===== config.mk =====
export PLATFORM = sky130hd
export DESIGN_NAME = sram_arbiter_flat
export DESIGN_NICKNAME = d
export VERILOG_FILES = /design/src/rtl/sram_arbiter_if.sv /design/src/rtl/sram_arbiter.sv /design/src/flat_wrapper.sv
export SDC_FILE = /design/constraint.sdc
export NUM_CORES = 1
export LEC_CHECK = 0
export CAP_MARGIN = 20
export CELL_PAD_IN_SITES_DETAIL_PLACEMENT = 1
export CELL_PAD_IN_SITES_GLOBAL_PLACEMENT = 1
export CORE_ASPECT_RATIO = 0.75
export CORE_UTILIZATION = 18
export CTS_CLUSTER_DIAMETER = 200
export CTS_CLUSTER_SIZE = 20
export DETAILED_ROUTE_END_ITERATION = 8
export GPL_ROUTABILITY_DRIVEN = 0
export PLACE_DENSITY_LB_ADDON = 0.3
export SLEW_MARGIN = 20
export SYNTH_ARGS = -nofsm -noshare
export SYNTH_HDL_FRONTEND = slang
export SYNTH_SLANG_ARGS = --single-unit

===== constraint.sdc =====
create_clock -name clk_i -period 2.8 [get_ports clk_i]
set_input_delay 0.42 -clock clk_i [delete_from_list [all_inputs] [get_ports clk_i]]
set_output_delay 0.42 -clock clk_i [all_outputs]
set_load 0.05 [all_outputs]

===== src/rtl/sram_arbiter_if.sv =====
// Bus bundle between the arbiter and its environment: fetch requester,
// data requester and the single-port SRAM. Signal names keep the
// requester/SRAM port naming so waveforms read the same as the block ports.
interface sram_arbiter_if #(
  parameter int ADDR_WIDTH = 13,
  parameter int DATA_WIDTH = 32,
  parameter int NUM_WMASKS = 4
);
  // fetch requester
  logic                  i_req_i;
  logic [ADDR_WIDTH-1:0] i_addr_i;
  logic                  i_gnt_o;
  logic                  i_rvalid_o;
  logic [DATA_WIDTH-1:0] i_rdata_o;

  // data requester
  logic                  d_req_i;
  logic                  d_we_i;
  logic [ADDR_WIDTH-1:0] d_addr_i;
  logic [DATA_WIDTH-1:0] d_wdata_i;
  logic [NUM_WMASKS-1:0] d_wmask_i;
  logic                  d_gnt_o;
  logic                  d_rvalid_o;
  logic [DATA_WIDTH-1:0] d_rdata_o;

  // SRAM macro
  logic                  sram_csb_o;
  logic                  sram_web_o;
  logic [ADDR_WIDTH-1:0] sram_addr_o;
  logic [DATA_WIDTH-1:0] sram_wdata_o;
  logic [NUM_WMASKS-1:0] sram_wmask_o;
  logic [DATA_WIDTH-1:0] sram_rdata_i;

  // arbiter side
  modport slave (
    input  i_req_i, i_addr_i,
    output i_gnt_o, i_rvalid_o, i_rdata_o,
    input  d_req_i, d_we_i, d_addr_i, d_wdata_i, d_wmask_i,
    output d_gnt_o, d_rvalid_o, d_rdata_o,
    output sram_csb_o, sram_web_o, sram_addr_o, sram_wdata_o, sram_wmask_o,
    input  sram_rdata_i
  );

  // requesters plus SRAM model side
  modport master (
    output i_req_i, i_addr_i,
    input  i_gnt_o, i_rvalid_o, i_rdata_o,
    output d_req_i, d_we_i, d_addr_i, d_wdata_i, d_wmask_i,
    input  d_gnt_o, d_rvalid_o, d_rdata_o,
    input  sram_csb_o, sram_web_o, sram_addr_o, sram_wdata_o, sram_wmask_o,
    output sram_rdata_i
  );
endinterface


===== src/rtl/sram_arbiter.sv =====
// Two-requester arbiter in front of a single-port SRAM. Data wins ties
// unless the fetch port has been passed over STARVE_LIMIT times in a row.
// Grants are combinational; responses return exactly one cycle later,
// steered by a one-entry in-flight register.
module sram_arbiter #(
  parameter int ADDR_WIDTH   = 13,
  parameter int DATA_WIDTH   = 32,
  parameter int NUM_WMASKS   = 4,
  parameter int STARVE_LIMIT = 4
) (
  input  logic                 clk_i,
  input  logic                 rst_ni,
  sram_arbiter_if.slave        bus,
  output logic [15:0]          conflict_cnt_o
);

  localparam logic [3:0] LIMIT = 4'(STARVE_LIMIT);

  typedef enum logic {
    OWN_FETCH = 1'b0,
    OWN_DATA  = 1'b1
  } owner_e;

  logic [3:0]  starve_cnt_q, starve_cnt_d;
  logic        inflight_valid_q, inflight_valid_d;
  owner_e      inflight_owner_q, inflight_owner_d;
  logic        inflight_write_q, inflight_write_d;
  logic [15:0] conflict_cnt_q, conflict_cnt_d;

  logic i_gnt;
  logic d_gnt;
  logic both_req;

  assign both_req = bus.i_req_i && bus.d_req_i;

  // Arbitration; gated by rst_ni so no grant escapes while reset is held.
  always_comb begin
    i_gnt = 1'b0;
    d_gnt = 1'b0;
    if (rst_ni) begin
      if (both_req) begin
        if (starve_cnt_q == LIMIT) i_gnt = 1'b1;
        else                       d_gnt = 1'b1;
      end else if (bus.i_req_i) begin
        i_gnt = 1'b1;
      end else if (bus.d_req_i) begin
        d_gnt = 1'b1;
      end
    end
  end

  // SRAM drive: the winner's payload, everything parked when idle.
  always_comb begin
    bus.sram_csb_o   = 1'b1;
    bus.sram_web_o   = 1'b1;
    bus.sram_addr_o  = '0;
    bus.sram_wdata_o = '0;
    bus.sram_wmask_o = '0;
    if (i_gnt) begin
      bus.sram_csb_o  = 1'b0;
      bus.sram_addr_o = bus.i_addr_i;
    end else if (d_gnt) begin
      bus.sram_csb_o   = 1'b0;
      bus.sram_web_o   = !bus.d_we_i;
      bus.sram_addr_o  = bus.d_addr_i;
      bus.sram_wdata_o = bus.d_wdata_i;
      bus.sram_wmask_o = bus.d_wmask_i;
    end
  end

  // Next-state for the starvation counter, in-flight entry and conflict counter.
  always_comb begin
    starve_cnt_d     = starve_cnt_q;
    inflight_valid_d = i_gnt || d_gnt;
    inflight_owner_d = d_gnt ? OWN_DATA : OWN_FETCH;
    inflight_write_d = d_gnt && bus.d_we_i;
    conflict_cnt_d   = conflict_cnt_q;

    // Only data grants that pass over a waiting fetch count toward starvation.
    if (i_gnt || !bus.i_req_i) begin
      starve_cnt_d = '0;
    end else if (d_gnt && (starve_cnt_q < LIMIT)) begin
      starve_cnt_d = starve_cnt_q + 4'd1;
    end

    if (both_req && (conflict_cnt_q != 16'hFFFF)) begin
      conflict_cnt_d = conflict_cnt_q + 16'd1;
    end
  end

  // State registers; async reset also drops any access in flight.
  always_ff @(posedge clk_i or negedge rst_ni) begin
    if (!rst_ni) begin
      starve_cnt_q     <= '0;
      inflight_valid_q <= 1'b0;
      inflight_owner_q <= OWN_FETCH;
      inflight_write_q <= 1'b0;
      conflict_cnt_q   <= '0;
    end else begin
      starve_cnt_q     <= starve_cnt_d;
      inflight_valid_q <= inflight_valid_d;
      inflight_owner_q <= inflight_owner_d;
      inflight_write_q <= inflight_write_d;
      conflict_cnt_q   <= conflict_cnt_d;
    end
  end

  // Response steering: read data only reaches the owner; write acks carry zero data.
  always_comb begin
    bus.i_gnt_o    = i_gnt;
    bus.d_gnt_o    = d_gnt;
    bus.i_rvalid_o = inflight_valid_q && (inflight_owner_q == OWN_FETCH);
    bus.d_rvalid_o = inflight_valid_q && (inflight_owner_q == OWN_DATA);
    bus.i_rdata_o  = bus.i_rvalid_o ? bus.sram_rdata_i : '0;
    bus.d_rdata_o  = (bus.d_rvalid_o && !inflight_write_q) ? bus.sram_rdata_i : '0;
    conflict_cnt_o = conflict_cnt_q;
  end

endmodule


===== src/flat_wrapper.sv =====
// flat-port wrapper written by rule: the top's interface ports become plain ports
module sram_arbiter_flat 
#(
  parameter int ADDR_WIDTH   = 13,
  parameter int DATA_WIDTH   = 32,
  parameter int NUM_WMASKS   = 4,
  parameter int STARVE_LIMIT = 4
)
  (clk_i, rst_ni, conflict_cnt_o, bus_i_req_i, bus_i_addr_i, bus_i_gnt_o, bus_i_rvalid_o, bus_i_rdata_o, bus_d_req_i, bus_d_we_i, bus_d_addr_i, bus_d_wdata_i, bus_d_wmask_i, bus_d_gnt_o, bus_d_rvalid_o, bus_d_rdata_o, bus_sram_csb_o, bus_sram_web_o, bus_sram_addr_o, bus_sram_wdata_o, bus_sram_wmask_o, bus_sram_rdata_i);
  sram_arbiter_if #(.ADDR_WIDTH(ADDR_WIDTH), .DATA_WIDTH(DATA_WIDTH), .NUM_WMASKS(NUM_WMASKS)) bus_i ();
  input  logic clk_i;
  input  logic rst_ni;
  output logic [15:0] conflict_cnt_o;
  input wire logic [$bits(bus_i.i_req_i)-1:0] bus_i_req_i;
  input wire logic [$bits(bus_i.i_addr_i)-1:0] bus_i_addr_i;
  output wire logic [$bits(bus_i.i_gnt_o)-1:0] bus_i_gnt_o;
  output wire logic [$bits(bus_i.i_rvalid_o)-1:0] bus_i_rvalid_o;
  output wire logic [$bits(bus_i.i_rdata_o)-1:0] bus_i_rdata_o;
  input wire logic [$bits(bus_i.d_req_i)-1:0] bus_d_req_i;
  input wire logic [$bits(bus_i.d_we_i)-1:0] bus_d_we_i;
  input wire logic [$bits(bus_i.d_addr_i)-1:0] bus_d_addr_i;
  input wire logic [$bits(bus_i.d_wdata_i)-1:0] bus_d_wdata_i;
  input wire logic [$bits(bus_i.d_wmask_i)-1:0] bus_d_wmask_i;
  output wire logic [$bits(bus_i.d_gnt_o)-1:0] bus_d_gnt_o;
  output wire logic [$bits(bus_i.d_rvalid_o)-1:0] bus_d_rvalid_o;
  output wire logic [$bits(bus_i.d_rdata_o)-1:0] bus_d_rdata_o;
  output wire logic [$bits(bus_i.sram_csb_o)-1:0] bus_sram_csb_o;
  output wire logic [$bits(bus_i.sram_web_o)-1:0] bus_sram_web_o;
  output wire logic [$bits(bus_i.sram_addr_o)-1:0] bus_sram_addr_o;
  output wire logic [$bits(bus_i.sram_wdata_o)-1:0] bus_sram_wdata_o;
  output wire logic [$bits(bus_i.sram_wmask_o)-1:0] bus_sram_wmask_o;
  input wire logic [$bits(bus_i.sram_rdata_i)-1:0] bus_sram_rdata_i;
  assign bus_i.i_req_i = bus_i_req_i;
  assign bus_i.i_addr_i = bus_i_addr_i;
  assign bus_i_gnt_o = bus_i.i_gnt_o;
  assign bus_i_rvalid_o = bus_i.i_rvalid_o;
  assign bus_i_rdata_o = bus_i.i_rdata_o;
  assign bus_i.d_req_i = bus_d_req_i;
  assign bus_i.d_we_i = bus_d_we_i;
  assign bus_i.d_addr_i = bus_d_addr_i;
  assign bus_i.d_wdata_i = bus_d_wdata_i;
  assign bus_i.d_wmask_i = bus_d_wmask_i;
  assign bus_d_gnt_o = bus_i.d_gnt_o;
  assign bus_d_rvalid_o = bus_i.d_rvalid_o;
  assign bus_d_rdata_o = bus_i.d_rdata_o;
  assign bus_sram_csb_o = bus_i.sram_csb_o;
  assign bus_sram_web_o = bus_i.sram_web_o;
  assign bus_sram_addr_o = bus_i.sram_addr_o;
  assign bus_sram_wdata_o = bus_i.sram_wdata_o;
  assign bus_sram_wmask_o = bus_i.sram_wmask_o;
  assign bus_i.sram_rdata_i = bus_sram_rdata_i;
  sram_arbiter #(.ADDR_WIDTH(ADDR_WIDTH), .DATA_WIDTH(DATA_WIDTH), .NUM_WMASKS(NUM_WMASKS), .STARVE_LIMIT(STARVE_LIMIT)) u_core (.clk_i(clk_i), .rst_ni(rst_ni), .bus(bus_i), .conflict_cnt_o(conflict_cnt_o));
endmodule

==> impl_metrics.env, run 1 <==
export IMPL_skew_ns=0.00473
export IMPL_synth_top_area_frac=0.336
export IMPL_grt_total_usage=0.187
export IMPL_critPathArrivalTime_ns=1.94
export IMPL_r2r_slack_ns=0.79
export IMPL_cts_max_path_buffers=2
export IMPL_power_share_switching=0.423
export IMPL_cts_sinks=23
export IMPL_syn_area_sq_um=1900
export IMPL_syn_nets=328
export IMPL_cts_tree="built"
export IMPL_critPathMaxFanout=52
export IMPL_via_per_inst=4.29
export IMPL_avgRoutedWirePerCell_microns=17.8
export IMPL_grt_overflow=0
export IMPL_drive_gt1_frac=0.295
export IMPL_synth_cells=226
export IMPL_syn_avg_cell_area_sq_um=8.40
export IMPL_synth_area_leaders="and2_1, dfrtp_1, a22o_1"
export IMPL_ant_nets=0
export IMPL_start_util=0.185
export IMPL_slew_viol_final=0
export IMPL_crit_required_ns=2.38
export IMPL_route_vias_total=2545
export IMPL_cp_end_kind="primary output"
export IMPL_antenna_found_initial=0
export IMPL_grt_max_degree=53
export IMPL_first_pass_iters=4
export IMPL_postCtsSetupBuffers=0
export IMPL_dieArea_sq_um=11000
export IMPL_worst_slew_pin_slew_ns=0.644
export IMPL_fp_dieH_microns=90.9
export IMPL_final_nets=560
export IMPL_core_area_sq_um=10200
export IMPL_final_instance_count_excl_fill=593
export IMPL_pwr_density_cell_nw_per_um2=339
export IMPL_relSlewSlack=0.567
export IMPL_total_power_mw=1.92
export IMPL_met1_length_microns=3830
export IMPL_hold_class="flop to flop"
export IMPL_grt_pass1_vias=2685
export IMPL_ys_ff_latch=23
export IMPL_cts_resized=0
export IMPL_holdWs_ns=0.502
export IMPL_drtIter0Drc=78
export IMPL_io_buffers=233
export IMPL_ys_seq_area_frac=0.303
export IMPL_die_width_microns=121
export IMPL_met3_length_microns=686
export IMPL_p_comb_frac=0.601
export IMPL_cap_viol_max_count=0
export IMPL_hold_violations=0
export IMPL_dp_hpwl_microns=9240
export IMPL_place_worst_setup_slack_ns=0.447
export IMPL_multi_input_area_sq_um=1280
export IMPL_route_detailed_drc=0
export IMPL_cts_root_buf="clkbuf_16"
export IMPL_dp_cells=589
export IMPL_fmax_mhz=424
export IMPL_status="complete, no violations"
export IMPL_path_class="input port to primary output"
export IMPL_htree_num_levels=1
export IMPL_wl_met2_microns=5900
export IMPL_top_layer_used="met4"
export IMPL_hold_buffers=0
export IMPL_timing_final_crit_share=0.841
export IMPL_final_setup_viol_count=0
export IMPL_rows=32
export IMPL_syn_to_final_growth_pct=199
export IMPL_synth_warnings=0
export IMPL_tns_ns=0
export IMPL_peakVddDrop_v=0.000437
export IMPL_n_antenna_cell=0
export IMPL_pin_count=234
export IMPL_sequentialPowerShare=0.237
export IMPL_leakagePower_nw=2.35
export IMPL_rsz0062_at_grt="false"
export IMPL_worstSetupStartpointType="input port"
export IMPL_synth_distinct_cells=31
export IMPL_setup_ws_ns=0.444
export IMPL_clkSlewWorstSetupHoldPaths_ns=0.06
export IMPL_power_frac_clock=0.162
export IMPL_finalCriticalPeriod_ns=2.36
export IMPL_cts_made_buffers=3
export IMPL_wl_microns=10600
export IMPL_intPower_mw=1.11
export IMPL_switchingPower_uw=813
export IMPL_clk_latency_ns=0.25
export IMPL_fillers=1090
export IMPL_grt_pass1_wl_microns=15800
export IMPL_yosys_area_top_type="and2_1"
export IMPL_seq_area_sq_um=576
==> flip-flops by register name, summed over array words and instances (netlist names) <==
register and count:
u_core.starve_cnt_q 4, u_core.inflight_write_q 1, u_core.conflict_cnt_o 16, u_core.inflight_owner_q 1
u_core.inflight_valid_q 1
==> final cells by class <==
cell class | count | share of cell area
Clock inverter | 1 | 0.000883
Inverter | 5 | 0.00331
Timing Repair Buffer | 239 | 0.626
Tap cell | 136 | 0.0300
Clock buffer | 3 | 0.0132
Multi-Input combinational cell | 186 | 0.225
Sequential cell | 23 | 0.102
==> through the flow <==
stage	util	instance area, sq um
after floorplan	-	1900
after global routing	0.553	5670
after global placement	0.545	5590
after detailed placement	0.545	5590
after CTS	0.553	5670
final	0.553	5670
==> power by group through the flow <==
stage | clock, mW | combinational [mW] | sequential (mW)
5_1_grt | 0.332 | 1.20 | 0.468
3_3_place_gp | 0 | 1.14 | 0.458
4_1_cts | 0.318 | 1.17 | 0.457
2_1_floorplan | 0 | 0.400 | 0.602
3_5_place_dp | 0 | 1.16 | 0.462
6_report | 0.311 | 1.16 | 0.456
==> synth_stat cells <==
| library cell | count |
|---|---|
| a21oi_1 | 2 |
| a22o_1 | 13 |
| a41oi_1 | 1 |
| and2_1 | 102 |
| and3_1 | 3 |
| and4_1 | 1 |
| clkbuf_1 | 12 |
| dfrtp_1 | 23 |
| ha_1 | 3 |
| inv_1 | 5 |
| mux2_4 | 1 |
| mux2i_1 | 1 |
| nand2_1 | 6 |
| nand2b_1 | 1 |
| nand3_1 | 5 |
| nand3b_1 | 1 |
| nand4_1 | 7 |
| nand4_2 | 2 |
| nand4b_1 | 1 |
| nor2_1 | 5 |
| nor2_2 | 1 |
| nor2b_1 | 2 |
| nor3_1 | 5 |
| nor4_1 | 2 |
| nor4_2 | 1 |
| o2111ai_1 | 1 |
| o21ai_0 | 1 |
| or2_1 | 1 |
| or4_4 | 1 |
| xnor2_1 | 9 |
| xor2_1 | 7 |
==> final timing paths <==
check	start	end	cells past startpoint
max	bus_d_req_i	bus_sram_addr_o[6]	6
max reg2reg	u_core.conflict_cnt_o[0]	u_core.conflict_cnt_o[1]	5
min reg2reg	u_core.conflict_cnt_o[11]	u_core.conflict_cnt_o[11]	1
max in group asynchronous	rst_ni	u_core.conflict_cnt_o[0]	2
min in group asynchronous	rst_ni	u_core.conflict_cnt_o[2]	2
min	u_core.conflict_cnt_o[11]	u_core.conflict_cnt_o[11]	1
==> metal layers <==
| layer | GRT usage | up-vias |
|---|---|---|
| li1 | - | 1213 |
| met1 | 0.198 | 1204 |
| met2 | 0.379 | 118 |
| met3 | 0.0402 | 10 |
| met4 | 0.0278 | 0 |
| met5 | 0 | - |
==> worst max-delay path, cell delays in order <==
cell	delay, ns
clkdlybuf4s50_1	0.53
nand2_1	0.13
a41oi_4	0.22
buf_12	0.24
a22o_1	0.23
buf_12	0.15
==> cell families (layout without fill, tap and decap cells) <==
logic type,Yosys count,count (layout),synth area share
AO/OA/AOI/OAI,18,18,0.0771
adder cells (fa/ha/maj),3,3,0.0198
XOR/XNOR,16,16,0.0738
buffers and inverters,17,248,0.0336
multiplexers,2,2,0.0132
AND/OR/NAND/NOR,147,147,0.479
flip-flops,23,23,0.303
==> placed cells by master, fill, tap and decap left out, types with 6 or more instances in the layout <==
| cell type | n |
|---|---|
| a22o_1 | 13 |
| and2_1 | 102 |
| buf_12 | 117 |
| buf_4 | 7 |
| clkdlybuf4s50_1 | 115 |
| dfrtp_1 | 23 |
| nand2_1 | 6 |
| nand4_1 | 7 |
| xnor2_1 | 9 |
| xor2_1 | 7 |
(Power assumes the default switching activity.)
==> run 2, diff against run 1 <==
--- a/config.mk
+++ b/config.mk
@@ -9,7 +9,7 @@
 export CELL_PAD_IN_SITES_DETAIL_PLACEMENT = 1
 export CELL_PAD_IN_SITES_GLOBAL_PLACEMENT = 1
 export CORE_ASPECT_RATIO = 0.75
-export CORE_UTILIZATION = 18
+export CORE_UTILIZATION = 16
 export CTS_CLUSTER_DIAMETER = 200
 export CTS_CLUSTER_SIZE = 20
 export DETAILED_ROUTE_END_ITERATION = 8
==> constraint.sdc (replaced) <==
create_clock -name clk_i -period 2.3 [get_ports clk_i]
set_input_delay 0.345 -clock clk_i [delete_from_list [all_inputs] [get_ports clk_i]]
set_output_delay 0.345 -clock clk_i [all_outputs]
set_load 0.05 [all_outputs]
==> run 2 against run 1 <==
Cell count rose by 5.1%; setup slack got worse by 0.36 ns; count of clock-buffer cells in the layout rose by 1; clock power rose by 20%; clock skew fell by 0.0022 ns; highest routed layer unchanged.
==> impl_metrics.env, run 2 (synthesis results as in run 1) <==
export IMPL_drive_gt1_frac=0.299
export IMPL_clk_latency_ns=0.25
export IMPL_route_vias_total=2468
export IMPL_reg2reg_depth=5
export IMPL_final_setup_viol_count=0
export IMPL_rows=34
export IMPL_fp_dieH_microns=96.3
export IMPL_seq_area_sq_um=576
export IMPL_cap_viol_max_count=0
export IMPL_mostFrequentLayoutCells="buf_12, clkdlybuf4s50_1, and2_1"
export IMPL_finalCriticalPeriod_ns=2.22
export IMPL_grt_total_usage=0.151
export IMPL_worstSetupStartpointType="input port"
export IMPL_hold_buffers=0
export IMPL_syn_to_final_growth_pct=202
export IMPL_n_antenna_cell=0
export IMPL_r2r_slack_ns=0.38
export IMPL_hold_violations=0
export IMPL_layout_commonest_cell="buf_12"
export IMPL_clkSlewWorstSetupHoldPaths_ns=0.06
export IMPL_wl_microns=10100
export IMPL_cts_sinks=23
export IMPL_rr_startpoint="u_core.conflict_cnt_o[0]"
export IMPL_total_power_mw=2.33
export IMPL_first_pass_iters=4
export IMPL_fillers=1233
export IMPL_drtIter0Drc=38
export IMPL_worst_slew_pin_slew_ns=0.565
export IMPL_final_nets=564
export IMPL_pwr_density_cell_nw_per_um2=407
export IMPL_avgRoutedWirePerCell_microns=16.3
export IMPL_r2r_end="u_core.conflict_cnt_o[2]"
export IMPL_crit_path_start="rst_ni"
export IMPL_htree_num_levels=1
export IMPL_crit_path_cell_trace="clkdlybuf4s50_1, nand2_1, a41oi_4, buf_12, a22o_1, buf_12"
export IMPL_cts_made_buffers=3
export IMPL_hold_class="input port to asynchronous set/reset pin"
export IMPL_setup_ws_ns=0.0845
export IMPL_worst_path_buf_inv=3
export IMPL_fmax_mhz=451
export IMPL_critical_path_most_common_cell="buf_12"
export IMPL_grt_overflow=0
export IMPL_grt_pass1_wl_microns=14200
export IMPL_slew_viol_final=0
export IMPL_cts_tree="built"
export IMPL_crit_required_ns=1.96
export IMPL_dp_hpwl_microns=8950
export IMPL_cp_end_kind="primary output"
export IMPL_pin_count=234
export IMPL_route_detailed_drc=0
export IMPL_place_worst_setup_slack_ns=0.0829
export IMPL_crit_end="bus_sram_addr_o[4]"
export IMPL_via_per_inst=3.96
export IMPL_path_class="input port to primary output"
export IMPL_peakVddDrop_v=0.000728
export IMPL_grt_pass1_vias=2393
export IMPL_antenna_found_initial=0
export IMPL_core_area_sq_um=11600
export IMPL_cts_root_buf="clkbuf_16"
export IMPL_slowest_delay_ns=0.53
export IMPL_crit_slowest_cell="clkdlybuf4s50_1"
export IMPL_start_util=0.164
export IMPL_io_buffers=233
export IMPL_largest_reg_flops=16
export IMPL_status="complete, no violations"
export IMPL_leakagePower_nw=2.37
export IMPL_die_width_microns=128
export IMPL_grt_max_degree=53
export IMPL_cts_max_path_buffers=2
export IMPL_timing_final_crit_share=0.963
export IMPL_critPathArrivalTime_ns=1.87
export IMPL_critPathMaxFanout=52
export IMPL_cp_top_family="buffers and inverters"
export IMPL_relSlewSlack=0.622
export IMPL_tns_ns=0
export IMPL_crit_cells=6
export IMPL_rsz0062_at_grt="false"
export IMPL_ant_nets=0
export IMPL_skew_ns=0.00249
export IMPL_dieArea_sq_um=12300
export IMPL_multi_input_area_sq_um=1280
==> run 2: how the worst min path moves through the flow <==
stage          cells past startpoint                   endpoint  slack, ns                 startpoint
2_1_floorplan                      0   u_core.conflict_cnt_o[0]       0.05                     rst_ni
3_3_place_gp                       1  u_core.conflict_cnt_o[11]       0.49  u_core.conflict_cnt_o[11]
3_5_place_dp                       1  u_core.conflict_cnt_o[11]       0.50  u_core.conflict_cnt_o[11]
4_1_cts                            2     u_core.starve_cnt_q[3]       0.47                     rst_ni
5_1_grt                            2     u_core.starve_cnt_q[3]       0.47                     rst_ni
6_report                           2     u_core.starve_cnt_q[3]       0.46                     rst_ni
==> run 2: area by class of cell <==
cell class	instances	area share
Inverter	5	0.00327
Timing Repair Buffer	243	0.624
Sequential cell	23	0.100
Multi-Input combinational cell	186	0.223
Tap cell	162	0.0354
Clock buffer	4	0.0137
==> run 2: timing repair <==
action	4_1_cts	5_1_grt
endpoints found under the setup margin	0	8
endpoints found under the hold margin	0	0
setup buffers	0	0
gates resized for setup	0	1
==> run 2: power breakdown <==
group          internal, mW  switching (mW)
Combinational         0.656           0.748
Clock                 0.236           0.138
Sequential            0.464          0.0911
Total                  1.36           0.977
==> run 2: per-stage QoR <==
step / instance area, sq um / hold slack (ns) / instances / utilization
2_1_floorplan: 1900 / 0.0494 / 226 / -
3_3_place_gp: 5650 / 0.490 / 619 / 0.488
3_5_place_dp: 5650 / 0.499 / 619 / 0.488
4_1_cts: 5730 / 0.472 / 623 / 0.495
5_1_grt: 5730 / 0.473 / 623 / 0.495
6_report: 5730 / 0.465 / 623 / 0.495
==> run 2: routing by layer <==
layer  wire (microns)  global-route usage  up-vias
met4               68              0.0196        0
met5                0                   0        -
met1             4200               0.188     1152
met2             5380               0.278       90
li1                 -                   -     1222
met3              489              0.0267        4
